$ cat src/rtl/vrf_wb_scheduler.sv
// Write-back scheduler: per-requester 2-deep queues feeding the two VRF write ports.
// Round-robin dual issue with same-cycle conflict retry and an age-based starvation override.
module vrf_wb_scheduler #(
   parameter int unsigned N_REQ        = 4,
   parameter int unsigned AW           = 5,
   parameter int unsigned DW           = 128,
   parameter int unsigned STARVE_LIMIT = 3,
   localparam int unsigned IW = (N_REQ > 1) ? $clog2(N_REQ) : 1,
   localparam int unsigned CW = $clog2(2 * N_REQ + 1)
) (
   input  logic                clk,
   input  logic                rstn,
   input  logic [N_REQ-1:0]    req_vld,
   output logic [N_REQ-1:0]    req_rdy,
   input  logic [N_REQ*AW-1:0] req_addr,
   input  logic [N_REQ*DW-1:0] req_data,
   output logic                wr0_vld,
   output logic [AW-1:0]       waddr0,
   output logic [DW-1:0]       wdata0,
   input  logic                wr0_conflict,
   output logic                wr1_vld,
   output logic [AW-1:0]       waddr1,
   output logic [DW-1:0]       wdata1,
   input  logic                wr1_conflict,
   output logic [CW-1:0]       pending_cnt,
   output logic                idle
);

   logic [N_REQ-1:0][1:0][AW-1:0] addr_q;
   logic [N_REQ-1:0][1:0][DW-1:0] data_q;
   logic [N_REQ-1:0]              hd_q, hd_d, tl_q, tl_d;
   logic [N_REQ-1:0][1:0]         cnt_q, cnt_d;
   logic [N_REQ-1:0][3:0]         age_q, age_d;
   logic [N_REQ-1:0]              rdy_q, rdy_d;
   logic [IW-1:0]                 rr_q, rr_d;
   logic [CW-1:0]                 pend_q, pend_d;

   logic [N_REQ-1:0]              head_vld, push, pop;
   logic [N_REQ-1:0][AW-1:0]      head_addr;
   logic [N_REQ-1:0][DW-1:0]      head_data;
   logic [IW-1:0]                 sel0, sel1, scan;
   logic                          sel0_vld, sel1_vld, forced;
   logic                          ret0, ret1;

   always_comb begin
      for (int i = 0; i < N_REQ; i++) begin
         head_vld[i]  = cnt_q[i] != 2'd0;
         head_addr[i] = addr_q[i][hd_q[i]];
         head_data[i] = data_q[i][hd_q[i]];
         push[i]      = req_vld[i] & rdy_q[i];
      end
   end

   // Starved heads pre-empt port 0; the round-robin scan then fills the remaining slot(s).
   always_comb begin
      sel0     = '0;
      sel1     = '0;
      sel0_vld = 1'b0;
      sel1_vld = 1'b0;
      forced   = 1'b0;
      scan     = '0;
      for (int i = 0; i < N_REQ; i++) begin
         if (!forced && head_vld[i] && (age_q[i] >= 4'(STARVE_LIMIT))) begin
            forced   = 1'b1;
            sel0     = IW'(i);
            sel0_vld = 1'b1;
         end
      end
      for (int k = 0; k < N_REQ; k++) begin
         scan = IW'((32'(rr_q) + 32'(k)) % 32'(N_REQ));
         if (head_vld[scan]) begin
            if (!sel0_vld) begin
               sel0     = scan;
               sel0_vld = 1'b1;
            end else if (!sel1_vld && (scan != sel0)) begin
               sel1     = scan;
               sel1_vld = 1'b1;
            end
         end
      end
   end

   always_comb begin
      wr0_vld     = sel0_vld;
      waddr0      = head_addr[sel0];
      wdata0      = head_data[sel0];
      // Same-address pair would race in the regfile; port 0 keeps program order.
      wr1_vld     = sel1_vld && (head_addr[sel1] != head_addr[sel0]);
      waddr1      = head_addr[sel1];
      wdata1      = head_data[sel1];
      req_rdy     = rdy_q;
      pending_cnt = pend_q;
      idle        = (pend_q == '0);
   end

   always_comb begin
      ret0   = wr0_vld & ~wr0_conflict;
      ret1   = wr1_vld & ~wr1_conflict;
      pend_d = '0;
      for (int i = 0; i < N_REQ; i++) begin
         pop[i]   = (ret0 && (sel0 == IW'(i))) || (ret1 && (sel1 == IW'(i)));
         cnt_d[i] = cnt_q[i] + {1'b0, push[i]} - {1'b0, pop[i]};
         hd_d[i]  = hd_q[i] ^ pop[i];
         tl_d[i]  = tl_q[i] ^ push[i];
         rdy_d[i] = cnt_d[i] < 2'd2;
         if (pop[i]) begin
            age_d[i] = '0;
         end else if (head_vld[i] && (age_q[i] != 4'hf)) begin
            age_d[i] = age_q[i] + 4'd1;
         end else begin
            age_d[i] = age_q[i];
         end
         pend_d = pend_d + CW'(cnt_d[i]);
      end
      // A forced port-0 retire must not drag the pointer back to the starved index.
      if (ret1) begin
         rr_d = IW'((32'(sel1) + 32'd1) % 32'(N_REQ));
      end else if (ret0 && !forced) begin
         rr_d = IW'((32'(sel0) + 32'd1) % 32'(N_REQ));
      end else begin
         rr_d = rr_q;
      end
   end

   always_ff @(posedge clk) begin
      if (!rstn) begin
         hd_q   <= '0;
         tl_q   <= '0;
         cnt_q  <= '0;
         age_q  <= '0;
         rdy_q  <= '1;
         rr_q   <= '0;
         pend_q <= '0;
      end else begin
         hd_q   <= hd_d;
         tl_q   <= tl_d;
         cnt_q  <= cnt_d;
         age_q  <= age_d;
         rdy_q  <= rdy_d;
         rr_q   <= rr_d;
         pend_q <= pend_d;
      end
   end

   // Payload is only observed behind a nonzero count, so it carries no reset.
   always_ff @(posedge clk) begin
      for (int i = 0; i < N_REQ; i++) begin
         if (push[i]) begin
            addr_q[i][tl_q[i]] <= req_addr[i*AW +: AW];
            data_q[i][tl_q[i]] <= req_data[i*DW +: DW];
         end
      end
   end

endmodule

$ cat config.mk
export PLATFORM = sky130hd
export DESIGN_NAME = vrf_wb_scheduler
export DESIGN_NICKNAME = d
export VERILOG_FILES = /design/src/rtl/vrf_wb_scheduler.sv
export SDC_FILE = /design/constraint.sdc
export NUM_CORES = 1
export LEC_CHECK = 0
export CAP_MARGIN = 20
export CORE_MARGIN = 5
export CORE_UTILIZATION = 35
export DETAILED_ROUTE_END_ITERATION = 12
export SYNTH_ARGS = -nofsm -noshare
export SYNTH_HDL_FRONTEND = slang
export SYNTH_SLANG_ARGS = --single-unit
$ cat constraint.sdc
create_clock -name clk -period 6.4 [get_ports clk]
set_input_delay 1.28 -clock clk [delete_from_list [all_inputs] [get_ports clk]]
set_output_delay 1.28 -clock clk [all_outputs]
set_load 0.01 [all_outputs]
==> qor.csv, run 1 <==
stage,metric,value,unit
global_route,grt-ovfl-total,0,
drt,dr.pass1.iters,5,
synthesis,ys_types,77,
sta,slew-limit-headroom,29.5,%
sta,rsz0062_at_grt,true,
sta,fin_crit_sh,102,%
floorplan,die_w,383,µm
final_layout,drive_gt1_share,18.3,%
global_route,grt_pass1_vias,33700,
critical_path,critPathTopFamily,adder cells,
critical_path,start_kind,flop,
global_route,grt_max_degree,103,
floorplan,initial_core_util,35.3,%
sta,finClkSkew,0.0313,ns
drt,wirelength,187,mm
placed_design,gp_congestion,0.853,
drt,post_drt_via_cell_ratio,5.47,
global_route,grt_pass1_wl,243,mm
synthesis,avgSynthCellArea,13.7,µm²
cts,htreeDepth,3,
synthesis,synthCells,3546,
final_layout,final_cell_count_no_fill,6469,
floorplan,die_area,146000,µm²
critical_path,arrival,7.20,ns
placed_design,dp_cells,6104,
sta,finalMaxSlewViolations,0,
final_layout,layout.nets,5078,
drt,wl_per_cell,28.9,µm
sta,fin_crit,6.54,ns
drt,route.detailed.drc,0,
synthesis,synthArstFlopShare,0,%
cts,cts_tree,done,
synthesis,synth.ff_latch_count,1106,
final_layout,layout_commonest_cell,edfxtp_1,
critical_path,worstSetupEndpointType,flop,
min_path,hp-class,reg -> reg,
floorplan,die_h,383,µm
synthesis,synthDominantCellAreaShare,65.8,%
synthesis,synth_ff_type,edfxtp_1,
run_status,violations,negative setup slack,
critical_path,crit_fanout,5,
synthesis,ys_warn_count,0,
final_layout,mostFrequentLayoutCells,"edfxtp_1 (1064), clkdlybuf4s50_1 (763), nand2_1 (543)",
synthesis,syn_area,48600,µm²
sta,setup_viol,2,
critical_path,critPathKind,reg -> reg,
placed_design,io_buffers,816,
cts,path_clk_slew,0.06,ns
critical_path,crit_slowest_cell,mux4_2,
floorplan,fp-row-count,136,
critical_path,cp_slowest_stage_delay,0.56,ns
global_route,antenna_found_initial,83,
cts,clk_latency,0.74,ns
critical_path,crit_buf_inv,4,
synthesis,yosysTopAreaCell,edfxtp_1,
floorplan,io_pins,817,
cts,cts_hold_buf,0,
cts,cts_sinks,1106,
final_layout,area_delta_synth_final,36.3,%
run_status,outcome,"complete, but fails checks",
synthesis,synth-edff-count,1064,
drt,drt-initial-drc-count,3404,
sta,max_freq,153,MHz
cts,clk_path_buf_depth,3,
sta,setup_slack,-0.142,ns
sta,worstMarginPinSlew,1.06,ns
critical_path,cp.required,7.06,ns
global_route,grt_use_total,22.7,%
synthesis,syn-num-nets,4112,
drt,vias,35400,
synthesis,synth_area_leaders,"edfxtp_1 (66%), mux2_2 (6.2%), mux2i_1 (5.9%)",
placed_design,dp_hpwl,112,mm
cts,root_buffer,clkbuf_16,
cts,numCtsBuffers,120,
run,drv_cap,0,
sta,finalHoldViolations,0,
synthesis,seq_area_frac_synth,67.5,%
drt,drt.antenna.violating_nets,0,
floorplan,coreArea,138000,µm²
## Yosys cell counts, types with 5 or more instances
cell and count:
edfxtp_1 1064, nand2_1 544, o21ai_0 527, mux2i_1 284, mux2_2 267, o211ai_1 264, clkbuf_1 219, dfxtp_1 42
nor2_1 36, inv_1 32, ha_1 22, buf_1 21, nor3_1 21, a21oi_1 20, xnor2_1 12, nand3_1 11
a31oi_1 10, and2_1 9, and3_1 8, a211oi_1 7, buf_2 7, o21ai_1 7, nand2b_1 6, nand3b_1 5
nand4_1 5, nor4_1 5, o32a_1 5, xor2_1 5
## worst reg2reg max path, cell delays in order (launching register included)
cell and delay (ns):
dfxtp_1 0.36, or2_1 0.27, mux4_2 0.56, nor3_4 0.31, o32a_1 0.32, nand4_1 0.17, a31o_4 0.27, nand2_4 0.12
buf_6 0.12, mux2_4 0.31, mux2i_4 0.23, xnor2_4 0.18, o41ai_4 0.11, buf_4 0.16, o31ai_4 0.32, ha_1 0.29
inv_1 0.06, ha_2 0.17, xor2_1 0.17, xnor2_1 0.18, fa_1 0.46, inv_1 0.08, fa_1 0.42, ha_2 0.20
fa_2 0.55, and2_4 0.12
## layer usage
metal | part of all wire, % | up-vias | GRT usage, %
met2 | 47 | 1665 | 36.9
met1 | 40 | 17800 | 29.3
met5 | 0.13 | - | 0
met4 | 3.4 | 36 | 8.59
met3 | 8.7 | 315 | 6.07
li1 | - | 15600 | -
## worst paths after layout
check                           depth (start not counted)                   endpoint                 from  slack, ns
worst max-delay path                                   25  pending_cnt[2]$_SDFF_PN0_  cnt_q[6]$_SDFF_PN0_      -0.14
worst min-delay path                                    3         tl_q[3]$_SDFF_PN0_   tl_q[3]$_SDFF_PN0_       0.63
worst max register to register                         25  pending_cnt[2]$_SDFF_PN0_  cnt_q[6]$_SDFF_PN0_      -0.14
worst min register to register                          3         tl_q[3]$_SDFF_PN0_   tl_q[3]$_SDFF_PN0_       0.63
## through the flow
step / TNS, ns / cell area (µm²) / setup slack, ns / hold slack, ns / utilization [%]
floorplan: 0 / 48600 / 0.00467 / 0.514 / -
global placement: -0.667 / 59900 / -0.363 / 0.614 / 43.5
detailed placement: -0.668 / 59900 / -0.366 / 0.623 / 43.5
CTS: -0.180 / 64900 / -0.136 / 0.631 / 47.1
global route: -0.849 / 66200 / -0.354 / 0.662 / 48.1
finish: -0.178 / 66200 / -0.142 / 0.633 / 48.1
## cells by family after synthesis
family / after synthesis / synth area share (%)
AO/OA/AOI/OAI: 879 / 11.1
XOR/XNOR: 17 / 0.306
adder cells (fa/ha/maj): 26 / 0.731
buffers and inverters: 283 / 2.25
flip-flops: 1106 / 67.5
multiplexers: 558 / 12.3
AND/OR/NAND/NOR: 677 / 5.85
## cell type report
cell class,count,area [µm²]
well taps,1794,2240
fillers,12000,71500
clock buffers,148,3150
inverters,33,124
clock inverters,75,1010
diodes,62,155
repair buffers,1094,11500
multi-input cells,2157,15200
flip-flops and latches,1106,32800
## registers in the layout (all words and copies together), names as in the netlist
signal,cells
pending_cnt,4
age_q,16
req_rdy,4
data_q,1024
tl_q,4
rr_q,2
addr_q,40
cnt_q,8
hd_q,4
## repair_timing
action,in CTS,in global routing
cloned,11,30
buffers inserted,18,21
resized for setup,79,124
pin swaps,25,18
setup endpoints to repair,196,200
Power of run 1 is left out: the tool's default activity adds up to more than one toggle a clock period on the data nets, which glitch-free logic cannot reach.
==> run 2, diff against run 1 <==
--- a/config.mk
+++ b/config.mk
@@ -6,9 +6,11 @@
 export NUM_CORES = 1
 export LEC_CHECK = 0
 export CAP_MARGIN = 20
+export CORE_ASPECT_RATIO = 0.8
 export CORE_MARGIN = 5
-export CORE_UTILIZATION = 35
+export CORE_UTILIZATION = 32
 export DETAILED_ROUTE_END_ITERATION = 12
+export RECOVER_POWER = 50
 export SYNTH_ARGS = -nofsm -noshare
 export SYNTH_HDL_FRONTEND = slang
 export SYNTH_SLANG_ARGS = --single-unit
==> qor.csv, run 2 (synthesized netlist as in run 1, its figures left out) <==
stage,metric,value,unit,change
run_status,outcome,"complete, but fails checks",,unchanged
run_status,violations,"max-capacitance violations, max-slew violations, negative setup slack",,was negative setup slack
placed_design,gp_congestion,0.820,,was 0.853
critical_path,r2r_setup_slack,-0.16,ns,was -0.14 ns
min_path,min_to,tl_q[2]$_SDFF_PN0_,,was tl_q[3]$_SDFF_PN0_
final_layout,layout.nets,5063,,was 5078
placed_design,io_buffers,816,,unchanged
run,drv_cap,6,,was 0
cts,root_buffer,clkbuf_16,,unchanged
min_path,min_from,tl_q[2]$_SDFF_PN0_,,was tl_q[3]$_SDFF_PN0_
global_route,grt-ovfl-total,0,,unchanged
final_layout,area_delta_synth_final,35.9,%,was 36.3%
placed_design,dp_cells,6299,,was 6104
critical_path,start_kind,flop,,unchanged
floorplan,die_w,446,µm,was 383 µm
sta,worstMarginPinSlew,4.22,ns,was 1.06 ns
critical_path,r2r-end,pending_cnt[2]$_SDFF_PN0_,,unchanged
drt,route.detailed.drc,0,,unchanged
critical_path,worstSetupEndpointType,flop,,unchanged
sta,holdWs,0.571,ns,was 0.633 ns
floorplan,io_pins,817,,unchanged
sta,slew-limit-headroom,-181,%,was 29.5%
floorplan,coreArea,150000,µm²,was 138000 µm²
floorplan,fp-row-count,127,,was 136
sta,finalMaxSlewViolations,333,,was 0
sta,finalHoldViolations,0,,unchanged
cts,cts_sinks,1106,,unchanged
global_route,grt_use_total,20.9,%,was 22.7%
sta,setup_viol,2,,unchanged
sta,rsz0062_at_grt,true,,unchanged
final_layout,final_area,66000,µm²,was 66200 µm²
sta,max_freq,152,MHz,was 153 MHz
floorplan,die_h,359,µm,was 383 µm
global_route,grt_max_degree,133,,was 103
cts,clk_latency,0.72,ns,was 0.74 ns
final_layout,largest_register_ffs,1024,,unchanged
sta,finClkSkew,0.0146,ns,was 0.0313 ns
drt,vias,35100,,was 35400
sta,fin_crit,6.56,ns,was 6.54 ns
critical_path,critPathKind,reg -> reg,,unchanged
cts,clk_path_buf_depth,3,,unchanged
final_layout,drive_gt1_share,17.7,%,was 18.3%
placed_design,dp_hpwl,111,mm,was 112 mm
floorplan,initial_core_util,32.3,%,was 35.3%
final_layout,mostFrequentLayoutCells,"edfxtp_1 (1064), nand2_1 (543), dlygate4sd3_1 (535)",,"was edfxtp_1 (1064), clkdlybuf4s50_1 (763), nand2_1 (543)"
cts,numCtsBuffers,117,,was 120
placed_design,post_dp_cell_area,60100,µm²,was 59900 µm²
critical_path,r2r_cells,27,,was 25
drt,wirelength,181,mm,was 187 mm
critical_path,crit_fanout,8,,was 5
final_layout,final_cell_count_no_fill,6679,,was 6469
final_layout,layout_commonest_cell,edfxtp_1,,unchanged
global_route,grt_pass1_wl,243,mm,about the same
critical_path,r2r_start,age_q[0]$_SDFFE_PP0P_,,was cnt_q[6]$_SDFF_PN0_
drt,drt-initial-drc-count,3195,,was 3404
floorplan,die_area,160000,µm²,was 146000 µm²
final_layout,post-route-util,43.9,%,was 48.1%
critical_path,arrival,7.23,ns,was 7.20 ns
cts,cts_tree,done,,unchanged
cts,path_clk_slew,0.06,ns,about the same
critical_path,cp.required,7.07,ns,was 7.06 ns
cts,htreeDepth,3,,unchanged
sta,fin_crit_sh,102,%,about the same
min_path,hold_depth,3,,unchanged
drt,wl_per_cell,27.2,µm,was 28.9 µm
drt,dr.pass1.iters,6,,was 5
drt,post_drt_via_cell_ratio,5.25,,was 5.47
global_route,grt_pass1_vias,33500,,was 33700
global_route,antenna_found_initial,130,,was 83
final_layout,fillerInstances,13700,,was 12000
sta,setup_slack,-0.159,ns,was -0.142 ns
drt,drt.antenna.violating_nets,0,,unchanged
min_path,hp-class,reg -> reg,,unchanged
[run 2: cell count changes in the layout (fill, tap and decap cells not counted), moves of 15 or more]
cell and delta:
dlymetal6s2s_1 +47, clkdlybuf4s50_1 -585, diode_2 +26, bufinv_16 -17
clkbuf_16 -15, buf_4 -19, dlygate4sd3_1 +535
[run 2: worst max-delay path, stage by stage, from the launching register on]
cell and delay [ns]:
dfxtp_2 0.33, ha_4 0.16, o32a_1 0.33, buf_4 0.18, buf_4 0.17, or3_1 0.37
a41o_1 0.31, nor2b_2 0.16, a31oi_1 0.09, buf_4 0.16, nor3_1 0.28, a2bb2oi_2 0.22
or3_1 0.13, o211ai_1 0.23, o41ai_4 0.40, buf_4 0.19, o31ai_4 0.06, ha_1 0.29
inv_2 0.04, ha_4 0.15, xor2_2 0.15, xnor2_2 0.16, fa_1 0.57, inv_2 0.04
fa_1 0.46, ha_2 0.20, fa_2 0.55, and2_1 0.12
[run 2: area by class of cell]
type | instances | area [µm²] | area share (%)
clock inverter | 72 | 528 | 0.800
clock buffer | 142 | 3100 | 4.69
tap | 1999 | 2500 | 3.79
antenna | 88 | 220 | 0.334
sequential | 1106 | 32800 | 49.7
multi-input combinational | 2157 | 15300 | 23.2
inverter | 33 | 124 | 0.188
timing repair buffer | 1082 | 11400 | 17.3
[run 2: metrics by stage]
step	setup slack [ns]	setup TNS, ns
floorplan	0.00467	0
global placement	-0.168	-0.280
detailed placement	-0.252	-0.444
CTS	-0.125	-0.196
global route	-0.356	-0.850
finish	-0.159	-0.234
[run 2: worst max-delay path by stage]
stage	start	to	slack, ns	cells past startpoint
2_1_floorplan	age_q[8]$_SDFFE_PP0P_	pending_cnt[2]$_SDFF_PN0_	0.005	26
3_3_place_gp	age_q[0]$_SDFFE_PP0P_	pending_cnt[2]$_SDFF_PN0_	-0.17	26
3_5_place_dp	age_q[0]$_SDFFE_PP0P_	pending_cnt[2]$_SDFF_PN0_	-0.25	26
4_1_cts	age_q[0]$_SDFFE_PP0P_	pending_cnt[2]$_SDFF_PN0_	-0.13	29
5_1_grt	age_q[8]$_SDFFE_PP0P_	pending_cnt[2]$_SDFF_PN0_	-0.36	26
6_report	age_q[0]$_SDFFE_PP0P_	pending_cnt[2]$_SDFF_PN0_	-0.16	27
[run 2: routing by layer]
metal / track usage, % / share of wire, % / up-vias
met3: 4.26 / 6.6 / 362
li1: - / - / 15600
met2: 34.7 / 48 / 1447
met4: 7.57 / 3.8 / 32
met1: 27.3 / 41 / 17700
met5: 0 / 0.12 / -
[run 2: timing repair]
item,4_1_cts,5_1_grt
gates cloned,15,12
hold buffers,0,0
hold endpoints to repair,0,0
pin swaps,5,26
gates resized for setup,60,216
endpoints found under the setup margin,170,220
buffers inserted,11,42
Power of run 2 is left out for the same reason.
